[config.mk]
export PLATFORM = sky130hd
export DESIGN_NAME = sequence_generator
export DESIGN_NICKNAME = d
export VERILOG_FILES = /design/src/rtl/seq_pkg.sv /design/src/rtl/sequence_generator.sv
export SDC_FILE = /design/constraint.sdc
export NUM_CORES = 1
export LEC_CHECK = 0
export BUFFER_PORTS_ARGS = -buffer_cell sky130_fd_sc_hd__buf_2
export CORE_MARGIN = 2
export CORE_UTILIZATION = 45
export DETAILED_ROUTE_END_ITERATION = 7
export PLACE_DENSITY_LB_ADDON = 0.15
export SLEW_MARGIN = 20
export SYNTH_ARGS = -nofsm -noshare
export SYNTH_HDL_FRONTEND = slang
export SYNTH_SLANG_ARGS = --single-unit
[constraint.sdc]
create_clock -name clk -period 4.6 [get_ports clk]
set_input_delay 0.46 -clock clk [delete_from_list [all_inputs] [get_ports clk]]
set_output_delay 0.46 -clock clk [all_outputs]
set_load 0.02 [all_outputs]
[src/rtl/seq_pkg.sv]
// Shared encodings for the sequence generator/detector pair: FSM states and default pattern width.
package seq_pkg;

  localparam int SEQ_PATTERN_W = 6;

  typedef enum logic [1:0] {
    IDLE = 2'd0,
    SEND = 2'd1,
    GAP  = 2'd2,
    FIN  = 2'd3
  } seq_state_e;

endpackage

[src/rtl/sequence_generator.sv]
// Serial MSB-first pattern transmitter with repeat count and idle gaps between frames.
//   state | meaning
//   IDLE  | waiting for start with a legal pat_len
//   SEND  | shifting out pattern bits, out_valid high
//   GAP   | idle cycles between frames, busy still high
//   FIN   | one-cycle done pulse, then back to IDLE
module sequence_generator
  import seq_pkg::*;
#(
  parameter int PATTERN_W = SEQ_PATTERN_W,
  parameter int LEN_W     = 3,
  parameter int REP_W     = 4,
  parameter int GAP_W     = 4
) (
  input  logic                 clk,
  input  logic                 reset,
  input  logic                 start,
  input  logic                 abort,
  input  logic [PATTERN_W-1:0] pattern,
  input  logic [LEN_W-1:0]     pat_len,
  input  logic [REP_W-1:0]     reps,
  input  logic [GAP_W-1:0]     gap_len,
  output logic                 out,
  output logic                 out_valid,
  output logic                 busy,
  output logic                 done
);

  localparam logic [LEN_W:0] PW_L = (LEN_W+1)'(PATTERN_W);

  seq_state_e           r_state;
  logic [PATTERN_W-1:0] r_pat;
  logic [PATTERN_W-1:0] r_shift;
  logic [LEN_W-1:0]     r_len;
  logic [LEN_W-1:0]     r_bit_cnt;
  logic [REP_W-1:0]     r_frame_cnt;
  logic [GAP_W-1:0]     r_gap;
  logic [GAP_W-1:0]     r_gap_cnt;
  logic                 r_out;
  logic                 r_out_valid;
  logic                 r_busy;
  logic                 r_done;

  logic [LEN_W:0]       w_shamt;
  logic [PATTERN_W-1:0] w_aligned;
  logic                 w_len_ok;

  // Left-align the pattern so the first bit to send always sits in the MSB.
  always_comb begin
    w_shamt   = PW_L - {1'b0, pat_len};
    w_aligned = pattern << w_shamt;
    w_len_ok  = (pat_len != '0) && ({1'b0, pat_len} <= PW_L);
  end

  always_ff @(posedge clk or negedge reset) begin
    if (!reset) begin
      r_state     <= IDLE;
      r_pat       <= '0;
      r_shift     <= '0;
      r_len       <= '0;
      r_bit_cnt   <= '0;
      r_frame_cnt <= '0;
      r_gap       <= '0;
      r_gap_cnt   <= '0;
      r_out       <= 1'b0;
      r_out_valid <= 1'b0;
      r_busy      <= 1'b0;
      r_done      <= 1'b0;
    end else begin
      r_done <= 1'b0;
      case (r_state)
        IDLE: begin
          if (start && w_len_ok) begin
            r_pat       <= w_aligned;
            r_shift     <= w_aligned << 1;
            r_len       <= pat_len;
            r_bit_cnt   <= pat_len - LEN_W'(1);
            r_frame_cnt <= reps;
            r_gap       <= gap_len;
            r_out       <= w_aligned[PATTERN_W-1];
            r_out_valid <= 1'b1;
            r_busy      <= 1'b1;
            r_state     <= SEND;
          end
        end

        SEND: begin
          if (abort) begin
            r_out       <= 1'b0;
            r_out_valid <= 1'b0;
            r_busy      <= 1'b0;
            r_state     <= IDLE;
          end else if (r_bit_cnt != '0) begin
            r_out     <= r_shift[PATTERN_W-1];
            r_shift   <= r_shift << 1;
            r_bit_cnt <= r_bit_cnt - LEN_W'(1);
          end else if (r_frame_cnt != '0) begin
            r_frame_cnt <= r_frame_cnt - REP_W'(1);
            if (r_gap != '0) begin
              r_out       <= 1'b0;
              r_out_valid <= 1'b0;
              r_gap_cnt   <= r_gap - GAP_W'(1);
              r_state     <= GAP;
            end else begin
              r_out     <= r_pat[PATTERN_W-1];
              r_shift   <= r_pat << 1;
              r_bit_cnt <= r_len - LEN_W'(1);
            end
          end else begin
            r_out       <= 1'b0;
            r_out_valid <= 1'b0;
            r_busy      <= 1'b0;
            r_done      <= 1'b1;
            r_state     <= FIN;
          end
        end

        GAP: begin
          if (abort) begin
            r_out       <= 1'b0;
            r_out_valid <= 1'b0;
            r_busy      <= 1'b0;
            r_state     <= IDLE;
          end else if (r_gap_cnt != '0) begin
            r_gap_cnt <= r_gap_cnt - GAP_W'(1);
          end else begin
            r_out       <= r_pat[PATTERN_W-1];
            r_shift     <= r_pat << 1;
            r_bit_cnt   <= r_len - LEN_W'(1);
            r_out_valid <= 1'b1;
            r_state     <= SEND;
          end
        end

        // Abort or not, FIN always returns to IDLE with all outputs low.
        FIN: begin
          r_out       <= 1'b0;
          r_out_valid <= 1'b0;
          r_busy      <= 1'b0;
          r_state     <= IDLE;
        end

        default: begin
          r_out       <= 1'b0;
          r_out_valid <= 1'b0;
          r_busy      <= 1'b0;
          r_state     <= IDLE;
        end
      endcase
    end
  end

  assign out       = r_out;
  assign out_valid = r_out_valid;
  assign busy      = r_busy;
  assign done      = r_done;

endmodule

# --- Yosys cells after proc, flatten, opt, wreduce, memory -nomap -nowiden ---
# Index checks and enable logic that the tools add are counted.
classes:
  shift: 1
  n_bitwise: 0
  order_cmp: 1
  n_eq_ne: 18
  div_mod_pow: 0
  mux: 61
  n_reduce_logical: 18
  mul: 0
  addsub: 7
ops:
  columns: ["op", "count"]
  rows:
  - ["$mux W6", 7]
  - ["$mux W4", 10]
  - ["$mux W1", 22]
  - ["$mux W3", 7]
  - ["$ne A2 B2 Y1 const B", 9]
  - ["$pmux W6 S3", 1]
  - ["$pmux W4 S2", 2]
  - ["$ne A3 B3 Y1 const B", 5]
  - ["$mux W2", 7]
  - ["$reduce_and A7 Y1", 2]
  - ["$pmux W1 S4", 3]
  - ["$reduce_bool A4 Y1", 3]
  - ["$sub A4 B1 Y4 const B", 3]
  - ["$pmux W3 S3", 1]
  - ["$reduce_bool A3 Y1", 3]
  - ["$sub A3 B1 Y3 const B", 3]
  - ["$pmux W2 S4", 1]
  - ["$reduce_and A4 Y1", 2]
  - ["$shl A6 B4 Y6", 1]
  - ["$reduce_and A5 Y1", 1]
  - ["$eq A2 B2 Y1 const B", 2]
  - ["$ne A4 B4 Y1 const B", 1]
  - ["$reduce_and A2 Y1", 2]
  - ["$reduce_bool A2 Y1", 2]
  - ["5 further kinds", 6]
totals:
  latch_bits: 0
  in_bits: 21
  ram_bits: 0
  mem_count: 0
  wordCells: 118
  regBits: 36
  output_inout_bits: 4
  rom_bits: 0

# --- Longest topological paths before layout ---
logic_depth:
  ltp_word: 6
  depth_mapped: 9
  depth_no_buf: 8

# --- Worst setup path after synthesis ---
# OpenSTA, ideal clock, no wires.
synth_timing:
  path_type: "input port to flip-flop"
  from: "input pat_len[0]"
  to: "register r_bit_cnt[1]"
  required_ps: 4475
  stages: 8
  setup_ps: 125
  arrival_ps: 2018
  slack_ps: 2457
  path_buffers: 2
  cell_sequence: "buf_2 inv_1 ha_1 nor2b_1 o211ai_1 and3_1 buf_4 mux2_2"
synth_via:
  elab_chain_len: 5
  elab_cells_between_ends: 9
  cone_classes: "add/sub: 1; order compare: 1; eq/ne: 1; mux: 2; reduce/logical: 4"
synth_lines:
  columns: ["element", "line_no", "text"]
  rows:
  - ["start, declared", "sequence_generator.sv:20", "input logic [LEN_W-1:0] pat_len,"]
  - ["$le A3 B3 Y1 or $reduce_bool A3 Y1 (tied branches)", "sequence_generator.sv:52", "w_len_ok = (pat_len != '0) && ({1'b0, pat_len} <= PW_L);"]
  - ["$logic_and A1 B1 Y1", "sequence_generator.sv:52", null]
  - ["$logic_and A1 B1 Y1", "sequence_generator.sv:73", "if (start && w_len_ok) begin"]
  - ["$ne A2 B2 Y1 (no line)", null, null]
  - ["$reduce_and A7 Y1 (no line)", null, null]
  - ["end signal, assigned", "sequence_generator.sv:77", "r_bit_cnt <= pat_len - LEN_W'(1);"]
  - ["end signal, assigned", "sequence_generator.sv:96", "r_bit_cnt <= r_bit_cnt - LEN_W'(1);"]
  - ["end signal, assigned", "sequence_generator.sv:107", "r_bit_cnt <= r_len - LEN_W'(1);"]
  - ["end, declared", "sequence_generator.sv:35", "logic [LEN_W-1:0] r_bit_cnt;"]
# Parallel ways exist; a longest one is shown, timed or not. The select of a mux whose other input is x is not followed.
# A chain may end at the register's enable or synchronous reset.

# --- Final worst setup path ---
layout_timing:
  from: "register r_state[1]"
  to: "register r_gap_cnt[0]"
layout_via:
  elab_chain_len: 3
  elab_cells_between_ends: 11
  cone_classes: "eq/ne: 8; mux: 1; reduce/logical: 2"
layout_lines:
  columns: ["element", "line_no", "text"]
  rows:
  - ["start, declared", "sequence_generator.sv:31", "seq_state_e r_state;"]
  - ["start signal, assigned", "sequence_generator.sv:57", "r_state <= IDLE;"]
  - ["start signal, assigned", "sequence_generator.sv:83", "r_state <= SEND;"]
  - ["start signal, assigned", "sequence_generator.sv:92", "r_state <= IDLE;"]
  - ["$eq A2 B2 Y1 or $eq A2 B1 Y1 (tied branches)", "sequence_generator.sv:71", "case (r_state)"]
  - ["$ne A2 B2 Y1 (no line) or $reduce_bool A2 Y1 (tied branches)", null, null]
  - ["$reduce_and A7 Y1 (no line)", null, null]
  - ["end signal, assigned", "sequence_generator.sv:102", "r_gap_cnt <= r_gap - GAP_W'(1);"]
  - ["end signal, assigned", "sequence_generator.sv:125", "r_gap_cnt <= r_gap_cnt - GAP_W'(1);"]
  - ["end, declared", "sequence_generator.sv:38", "logic [GAP_W-1:0] r_gap_cnt;"]
# Parallel ways exist; a longest one is shown, timed or not.

==> metrics.cfg <==
[outcome]
status=finished, final reports clean

[synth]
synth_cell_type_count=51
synth_area_um2=2450
avgSynthCellArea_um2=9.79
synth-edff-count=0
yosys_warnings=0
synth_flop_cell=dfrtp_1
synthCells=250
seq_area_frac_synth_pct=35.8
synthArstFlopShare_pct=100
synth_seq_cells=35
syn-num-nets=286

[critical_path]
worstPathRequired_ns=4.77
critical_path_class=reg2reg
cp-end-kind=flip-flop
worst_ep_arrival_time_ns=2.96
cp-start-kind=flip-flop
cp_max_fo=25

[grt]
grt_max_degree=36
globalRoute.totalOverflow=0
grt_pass1_vias=1848
grt_pass1_wl_um=8850
antenna_found_initial=0
grt_usage_pct=18.4

[sta]
finalMaxSlewViolations=0
totalNegativeSetupSlack_ns=0
finalSetupViolCount=0
min_period_ns=2.79
skew_ns=0.0114
rsz0062_at_grt=false
tightest_slew_ns=1.08
slew_headroom_pct=27.8
fin_crit_sh_pct=60.6
hold_viol=0
fmax_mhz=359

[drt]
post-route-drc-count=0
wl_per_cell_um=15.1
num_vias=1934
drt_iter0_drc=72
via_per_inst=5.69
drtPass1Iterations=4
wl_um=5140
postRouteAntennaNets=0

[power]
vdd_drop_max_mv=0.264
powerDensity_nw_per_um2=687
pwr-share-clk_pct=12.1
p_sw_share_pct=43.3
intPower_uw=1050
switchingPower_uw=802
power_frac_comb_pct=56.6
total_leakage_power_uw=0.00123
p_total_uw=1850
power_frac_seq_pct=31.2

[die]
core-area_um2=5170
dieWidth_um=77.7
fp.dieH_um=77.7
dieArea_um2=6040
start_util_pct=47.3
core.rowCount=26
ioPinCount=25

[clocking]
cts.sinks=35
cts_htree_levels=2
clk_latency_ns=0.29
clock_path_buffers=2
clockRootBuffer=clkbuf_8
ctsHoldBuffers=0
post_cts_buffers=0
numCtsBuffers=5
clk_pin_slew_ns=0.07
tritoncts=yes
cts-resized-gates=0

[layout]
antenna_cells=0
nFillCells=467
layout.nets=306
areaGrowthSynthToFinish_pct=10.1
drive_gt1_share_pct=22.2
layout_common_cells=35 x dfrtp_1, 24 x buf_2, 21 x inv_1, 19 x mux2_2, 16 x nand2_1
ff_latch_area_um2=876
final_common_cell=dfrtp_1
multi_input_area_um2=1450

[min_path]
hp-class=in2async

[placement]
hpwl_um=3760
io_buffers=24
gp_congestion=0.802

[flow_run]
drv_cap=0

state kept, by name (all words and copies together) (netlist names):
register,flops
busy,1
done,1
r_gap_cnt,4
r_pat,6
r_bit_cnt,3
r_len,3
r_frame_cnt,4
r_shift,5
r_state,2
out_valid,1
r_gap,4
out,1
metal layers:
metal	wire length, um	vias to the layer above	GRT usage (%)
li1	-	960	-
met1	2460	917	25.5
met2	2350	49	28.7
met3	253	8	3.49
met4	68	0	6.25
met5	0	-	0
synth_stat cells, types with 2 or more instances:
| library cell | number | area, um2 |
|---|---|---|
| o221ai_1 | 2 | 17.5 |
| nand2b_1 | 9 | 56.3 |
| clkbuf_1 | 8 | 30.0 |
| mux2i_1 | 15 | 150 |
| buf_2 | 2 | 10.0 |
| nand2_1 | 16 | 60.1 |
| and3_1 | 3 | 18.8 |
| inv_1 | 21 | 78.8 |
| o32ai_1 | 2 | 17.5 |
| a21oi_1 | 5 | 25.0 |
| mux4_2 | 2 | 45.0 |
| nand3_1 | 11 | 55.1 |
| a31o_2 | 4 | 35.0 |
| mux2_2 | 19 | 214 |
| a22o_1 | 2 | 17.5 |
| xnor2_1 | 2 | 17.5 |
| ha_1 | 15 | 188 |
| a211o_1 | 2 | 17.5 |
| o31ai_1 | 3 | 22.5 |
| o211a_1 | 2 | 20.0 |
| a31oi_1 | 9 | 56.3 |
| o2bb2ai_1 | 2 | 17.5 |
| nand3b_1 | 4 | 30.0 |
| dfrtp_1 | 35 | 876 |
| o21ai_0 | 8 | 40.0 |
| nor3b_1 | 3 | 22.5 |
| nor3_1 | 7 | 35.0 |
| o211ai_1 | 3 | 22.5 |
| nor2b_1 | 5 | 31.3 |
| nor2_1 | 7 | 26.3 |
| o22ai_1 | 2 | 12.5 |
stage by stage:
stage          setup WS [ns]  std cells  cell area, um2  hold slack, ns  util, %
3_3_place_gp            1.72        333            2610           0.486     50.4
2_1_floorplan           2.46        250            2450           0.164        -
5_1_grt                 1.56        340            2700           0.320     52.1
3_5_place_dp            1.67        333            2610           0.493     50.4
4_1_cts                 1.81        340            2700           0.275     52.1
6_report                1.81        340            2700           0.247     52.1
worst paths after layout:
check	depth (start not counted)	slack, ns	endpoint	from
hold / removal	1	0.25	r_gap[3]	reset
setup reg to reg	6	1.81	r_gap_cnt[0]	r_state[1]
min in group clk	2	0.40	r_gap[3]	gap_len[3]
max in group asynchronous	1	3.86	r_frame_cnt[3]	reset
hold reg to reg	1	0.50	out	out
setup / recovery	6	1.81	r_gap_cnt[0]	r_state[1]
logic make-up after synthesis:
kind of cell | synth area share [%]
AND/OR/NAND/NOR | 16.6
AO/OA/AOI/OAI | 16.4
multiplexers | 17.3
flip-flops | 35.8
buffers and inverters | 5.16
adder cells (fa/ha/maj) | 7.67
XOR/XNOR | 1.07
power groups by stage:
stage	clock, uW	sequential [uW]	combinational (uW)
2_1_floorplan	0	562	846
3_3_place_gp	0	576	1050
3_5_place_dp	0	577	1050
4_1_cts	233	574	1050
5_1_grt	248	600	1180
6_report	225	579	1050
area by class of cell:
type	instances	share of cell area (%)
well taps	70	3.25
clock buffers	6	3.06
repair buffers	24	4.46
multi-input cells	183	53.6
clock inverters	1	0.186
inverters	21	2.92
flip-flops and latches	35	32.5
critical path: stages, from the launching register on:
cell	delay, ns
dfrtp_1	0.41
inv_1	0.13
ha_1	0.77
nand3b_1	0.29
o32a_1	0.46
a211o_1	0.33
mux2_4	0.30
Power figures use the tool's default switching activity.
